--- src/rtl/vector_comparison_arbiter.sv ---
// Two-requester round-robin front end for a vector comparison unit.
// One request is issued per cycle into a single registered result slot.
package vcomp_pkg;
  typedef logic [31:0] vector_t;
  typedef enum logic [1:0] {BIT32 = 2'd0, BIT16 = 2'd1, BIT8 = 2'd2, BIT_RSVD = 2'd3} esize_t;
  typedef enum logic [2:0] {EQL, NEQ, LTH, LEQ, GTH, GEQ, MAX, MIN} vcomp_operation_t;
  typedef struct packed {
    vector_t          a;
    vector_t          b;
    esize_t           esize;
    vcomp_operation_t op;
    logic             sgn;
  } vreq_t;
endpackage

module vector_comparison_arbiter
  import vcomp_pkg::*;
#(
  parameter int TAG_WIDTH = 4
) (
  input  logic                 clk_i,
  input  logic                 rst_i,
  input  logic                 req0_valid_i,
  output logic                 req0_ready_o,
  input  vector_t              req0_operand_A_i,
  input  vector_t              req0_operand_B_i,
  input  esize_t               req0_esize_i,
  input  vcomp_operation_t     req0_operation_i,
  input  logic                 req0_signed_i,
  input  logic [TAG_WIDTH-1:0] req0_tag_i,
  input  logic                 req1_valid_i,
  output logic                 req1_ready_o,
  input  vector_t              req1_operand_A_i,
  input  vector_t              req1_operand_B_i,
  input  esize_t               req1_esize_i,
  input  vcomp_operation_t     req1_operation_i,
  input  logic                 req1_signed_i,
  input  logic [TAG_WIDTH-1:0] req1_tag_i,
  output vector_t              unit_operand_A_o,
  output vector_t              unit_operand_B_o,
  output esize_t               unit_element_size_o,
  output vcomp_operation_t     unit_operation_o,
  output logic                 unit_signed_o,
  output logic                 unit_data_valid_o,
  input  vector_t              unit_result_i,
  input  logic                 unit_data_valid_i,
  output vector_t              result_o,
  output logic [TAG_WIDTH-1:0] result_tag_o,
  output logic                 result_source_o,
  output logic                 result_illegal_o,
  output logic                 result_valid_o,
  input  logic                 result_ready_i,
  input  logic                 flush_i
);

  vreq_t                w_req [2];
  logic [TAG_WIDTH-1:0] w_tag [2];
  logic [1:0]           w_valid;
  vreq_t                w_gnt;
  logic                 w_slot_free, w_grant, w_sel, w_ok;

  logic                 r_ptr;
  vector_t              r_result;
  logic [TAG_WIDTH-1:0] r_tag;
  logic                 r_source, r_illegal, r_valid;

  always_comb begin
    w_req[0] = '{a: req0_operand_A_i, b: req0_operand_B_i, esize: req0_esize_i,
                 op: req0_operation_i, sgn: req0_signed_i};
    w_req[1] = '{a: req1_operand_A_i, b: req1_operand_B_i, esize: req1_esize_i,
                 op: req1_operation_i, sgn: req1_signed_i};
    w_tag[0] = req0_tag_i;
    w_tag[1] = req1_tag_i;
    w_valid  = {req1_valid_i, req0_valid_i};
  end

  // The pointer only matters on contention; a lone requester always wins.
  always_comb begin
    w_slot_free = !r_valid || result_ready_i;
    w_grant     = !rst_i && w_slot_free && !flush_i && (|w_valid);
    w_sel       = (&w_valid) ? r_ptr : w_valid[1];
    w_gnt       = w_grant ? w_req[w_sel] : '0;
    w_ok        = unit_data_valid_i && (w_gnt.esize == BIT16 || w_gnt.esize == BIT8);
  end

  assign req0_ready_o        = w_grant && !w_sel;
  assign req1_ready_o        = w_grant && w_sel;
  assign unit_operand_A_o    = w_gnt.a;
  assign unit_operand_B_o    = w_gnt.b;
  assign unit_element_size_o = w_gnt.esize;
  assign unit_operation_o    = w_gnt.op;
  assign unit_signed_o       = w_gnt.sgn;
  assign unit_data_valid_o   = w_grant;

  always_ff @(posedge clk_i or posedge rst_i) begin
    if (rst_i) begin
      r_ptr     <= 1'b0;
      r_result  <= '0;
      r_tag     <= '0;
      r_source  <= 1'b0;
      r_illegal <= 1'b0;
      r_valid   <= 1'b0;
    end else if (flush_i) begin
      r_valid   <= 1'b0;
    end else if (w_grant) begin
      r_ptr     <= !w_sel;
      r_result  <= w_ok ? unit_result_i : '0;
      r_tag     <= w_tag[w_sel];
      r_source  <= w_sel;
      r_illegal <= !w_ok;
      r_valid   <= 1'b1;
    end else if (r_valid && result_ready_i) begin
      r_valid   <= 1'b0;
    end
  end

  assign result_o         = r_result;
  assign result_tag_o     = r_tag;
  assign result_source_o  = r_source;
  assign result_illegal_o = r_illegal;
  assign result_valid_o   = r_valid;

endmodule

--- config.mk ---
export PLATFORM = sky130hd
export DESIGN_NAME = vector_comparison_arbiter
export DESIGN_NICKNAME = d
export VERILOG_FILES = /design/src/rtl/vector_comparison_arbiter.sv
export SDC_FILE = /design/constraint.sdc
export NUM_CORES = 1
export LEC_CHECK = 0
export BUFFER_PORTS_ARGS = -buffer_cell sky130_fd_sc_hd__buf_2
export CORE_AREA = 2 2 116 118
export DETAILED_ROUTE_END_ITERATION = 10
export DIE_AREA = 0 0 118 120
export PLACE_DENSITY_LB_ADDON = 0.15
export SLEW_MARGIN = 20
export SYNTH_ARGS = -nofsm -noshare
export SYNTH_HDL_FRONTEND = slang
export SYNTH_SLANG_ARGS = --single-unit
--- constraint.sdc ---
create_clock -name clk_i -period 1.5 [get_ports clk_i]
set_input_delay 0.075 -clock clk_i [delete_from_list [all_inputs] [get_ports clk_i]]
set_output_delay 0.075 -clock clk_i [all_outputs]
set_load 0.02 [all_outputs]
======== After elaboration in Yosys (flattened, before gate mapping) ========
Index checks and enable logic that the tools add are counted.
operators by class
  magnitude comparators ................... 1
  equality and inequality tests ........... 2
  mux-type cells .......................... 12
  bitwise gates (word level) .............. 2
  reduce and logical (&&, ||, !) cells .... 18
operators by type and width
  operator                                                  count
  2-to-1 mux 70 bit                                         4
  2-to-1 mux 32 bit                                         1
  2-to-1 mux 4 bit                                          3
  logical AND 1 bit                                         7
  zero test 1 bit                                           5
  2-to-1 mux 1 bit                                          4
  AND reduction 2 bit                                       2
  nonzero test 3 bit                                        1
  == test 2 x 1 -> 1 bit, second input constant             1
  == test 2 bit, second input constant                      1
  greater-or-equal comparator 2 bit, second input constant  1
  logical OR 1 bit                                          2
  NOT 1 -> 2 bit                                            1
  OR reduction 2 bit                                        1
  NOT 1 bit                                                 1
word-level totals
  bits in registers ....................... 40
  input port bits ......................... 187
  output and inout port bits .............. 112
  word-level logic and storage cells ...... 41

======== Depth between registers and ports, before layout ========
  depth in word-level cells ............... 11
  mapped depth ............................ 7
  mapped depth without buffers ............ 5

======== Least setup slack after synthesis ========
OpenSTA, ideal clock, no wires.
  path kind ............................... reg-to-output
  start point ............................. register r_valid, in the netlist result_valid_o
  end point ............................... output unit_operand_A_o[31]
  arrival ................................. 1,606 ps
  path slack .............................. -181 ps
  cell stages (with the launch flop) ...... 6
  buffers on the path ..................... 2
  path through ............................ dfrtp_1 > nor2b_1 > or3_1 > buf_4 > clkbuf_1 > a21oi_1
between the ends
  word-level cells in the longest chain between the ends .. 6
RTL lines
  item                            RTL line  text
  from (decl)                     65        logic r_source, r_illegal, r_valid;
  from (signal assigned)          102       r_valid <= 1'b0;
  from (signal assigned)          104       r_valid <= 1'b0;
  from (signal assigned)          111       r_valid <= 1'b1;
  zero test 1 bit                 79        w_slot_free = !r_valid || result_ready_i;
  logical OR 1 bit                79
  logical AND 1 bit (3 in a row)  80        w_grant = !rst_i && w_slot_free && !flush_i && (|w_valid);
  2-to-1 mux 70 bit               82        w_gnt = w_grant ? w_req[w_sel] : '0;
  to (decl)                       39        output vector_t unit_operand_A_o,
No other way between the ends.

======== Worst setup path in the final report ========
  start point ............................. register r_valid, in the netlist result_valid_o
  end point ............................... output unit_operand_B_o[26]
between the ends
  word-level cells in the longest chain between the ends .. 6
RTL lines
  item                            RTL line  text
  zero test 1 bit                 79
  logical OR 1 bit                79
  logical AND 1 bit (3 in a row)  80
  2-to-1 mux 70 bit               82
  to (decl)                       40        output vector_t unit_operand_B_o,
No other way between the ends.

==> impl_metrics.tcl <==
set metrics [dict create \
    end_kind "output pin" \
    synth_area_per_cell_um2 7.00 \
    total_leakage_power_nw 3.16 \
    peakVddDrop_mv 0.630 \
    final-max-slew-violation-count 0 \
    hold_class "in -> reg" \
    ioPinCount 299 \
    p_per_area_mw_per_mm2 705 \
    gp_congestion 0.885 \
    yosysSeqAreaShare 0.341 \
    synthesis.area_mm2 0.00293 \
    grt_pass1_vias 4130 \
    grt_max_degree 41 \
    whs_ns 0.0226 \
    reg2reg_from "result_valid_o" \
    synth_warnings 0 \
    use_met3 0.0347 \
    grt.overflow.total 0 \
    synthTopCellsByArea "dfrtp_1 (34%), nand2_1 (27%), a21oi_2 (18%), o21ai_1 (5.1%), buf_6 (4.2%)" \
    timing.final.crit_share 1.24 \
    antennaDiodeCount 0 \
    setup_viol_count_final 112 \
    worst_slack_ns -0.366 \
    yosysTopAreaCell "dfrtp_1" \
    failed_checks "negative setup slack" \
    crit_required_ns 1.42 \
    synthFlopType "dfrtp_1" \
    antenna_found_initial 0 \
    hold_viol 0 \
    critPathLaunchType "flop" \
    max_stage_delay_ns 0.40 \
    avgViaCountPerCell 4.47 \
    dr.pass1.iters 4 \
    core_area_mm2 0.0130 \
    via_count 4150 \
    synthCells 419 \
    rsz0062_at_grt "true" \
    dieArea_mm2 0.0142 \
    drt-total-wl_um 15200 \
    initial_core_util 0.226 \
    layout_common_cells "buf_2 (232), nand2_1 (188), buf_6 (57)" \
    die_width_um 118 \
    r2r_cells 7 \
    synth_nets 606 \
    min_period_ns 1.87 \
    hpwl_um 10800 \
    pre_cts_ws_ns -0.173 \
    cts_buffer_depth 2 \
    synth_edf_count 0 \
    use_met2 0.357 \
    r2r_slack_ns -0.29 \
    relSlewSlack 0.637 \
    path_cells "nor2b_4 > or3_4 > buf_12 > buf_16 > a21oi_2 > buf_4" \
    cts_tree "yes" \
    drive_gt1_frac 0.650 \
    r2r-end "result_illegal_o" \
    yosysUniqueCellTypes 25 \
    crit_arrival_ns 1.79 \
    crit_family "simple AND/OR/NAND/NOR gates" \
    clock_skew_ns 0.00370 \
    core.rowCount 42 \
    nFillCells 1297 \
    fmax_mhz 536 \
    max_cap_violations 0 \
    outcome "complete, but fails checks" \
    final_common_cell "buf_2" \
    fin_tns_setup_ns -29.98 \
    synth.top_cell.area_share 0.341 \
    nets 939 \
    insertion_delay_ns 0.28 \
    ant_nets 0 \
    grtUsageMet1 0.245 \
    htree_levels 2 \
    cts.sinks 40 \
    startpoint "result_valid_o" \
    grt_use_total 0.198 \
    area_growth_syn_to_layout_pct 114 \
    drt-initial-drc-count 153 \
    drc_errors 0 \
    detail_route.wl_per_cell_um 16.4 \
    cp_num_cells 6 \
    endpoint "unit_operand_B_o[26]" \
    synthArstFlopShare 1.00 \
    timing.critical_path.buf_inv 3 \
    cts.clk_slew.worst_paths_ns 0.06 \
    critical_path_class "reg -> out" \
    dpl_cell_area_mm2 0.00487 \
    finalPower_mw 4.42 \
    cts_root_buf "clkbuf_16" \
    cts_buffers 5 \
    port_buffers 298 \
    worstMarginPinSlew_ns 0.544 \
    grt_pass1_wl_um 22200 \
    final_cell_area_mm2 0.00626 \
    grt-busiest-layer "met2" \
    worst_path_max_delay_cell "dfrtp_2" \
    ys_ff_latch 40 \
    crit_fanout 5 \
    fp.dieH_um 120 \
]
per-layer routing:
layer	vias up	routed length (um)
li1	2015	-
met1	1956	6220
met4	0	233
met5	-	0
met3	14	832
met2	165	7900
state kept, by name (all words and copies together) (netlist names):
name	flops
result_valid_o	1
result_tag_o	4
r_ptr	1
result_o	32
result_illegal_o	1
result_source_o	1
synthesized netlist by cell type (2+ instances only):
master      n
nor2_1      8
o21ai_0     2
xor2_1      2
a21oi_2    60
clkbuf_1   16
dfrtp_1    40
o21ai_1    30
a21oi_1    11
a31oi_1     4
buf_2       7
buf_6      11
nand2b_1    2
nand2_1   214
logic make-up after synthesis:
kind of cell | Yosys count | synth area share
AND/OR/NAND/NOR | 228 | 0.297
AO/OA/AOI/OAI | 110 | 0.269
flip-flops | 40 | 0.341
buffers and inverters | 38 | 0.0828
XOR/XNOR | 2 | 0.00598
multiplexers | 1 | 0.00384
final cells by class:
class | instances | area [um^2] | share of cell area
repair buffers | 361 | 2780 | 0.443
multi-input cells | 342 | 2110 | 0.337
flip-flops and latches | 40 | 1000 | 0.160
well taps | 176 | 220 | 0.0352
clock buffers | 5 | 125 | 0.0200
inverters | 2 | 15.0 | 0.00240
clock inverters | 2 | 12.5 | 0.00200
where the power goes:
group          switching (mW)  leakage (nW)  internal, mW
logic                    1.15          2.58         0.944
clock network           0.421        0.0657         0.604
registers              0.0789         0.522          1.22
timing repair:
action	in CTS	in global routing
resized for setup	140	79
buffers inserted	24	2
endpoints found under the hold margin	41	0
endpoints found under the setup margin	105	112
pin swaps	9	44
cloned	11	4
hold buffers	2	0
worst min-delay path by stage:
stage,endpoint,start,cells after the start
after global placement,result_tag_o[1],rst_i,3
after CTS,result_o[19],unit_result_i[19],3
after floorplan,result_valid_o,flush_i,1
after global routing,result_o[1],unit_result_i[1],3
after detailed placement,result_valid_o,flush_i,2
final,result_o[13],unit_result_i[13],3
stage by stage:
| stage | std cells | utilization |
|---|---|---|
| after CTS | 927 | 0.461 |
| after global placement | 884 | 0.376 |
| after floorplan | 419 | - |
| after global routing | 928 | 0.482 |
| after detailed placement | 884 | 0.376 |
| final | 928 | 0.482 |
tightest hold or removal path, stage by stage:
cell and delay, ns:
buf_2 0.09, nand2_1 0.05, o21ai_1 0.05
Note: power is estimated with default switching activity, not from simulation.
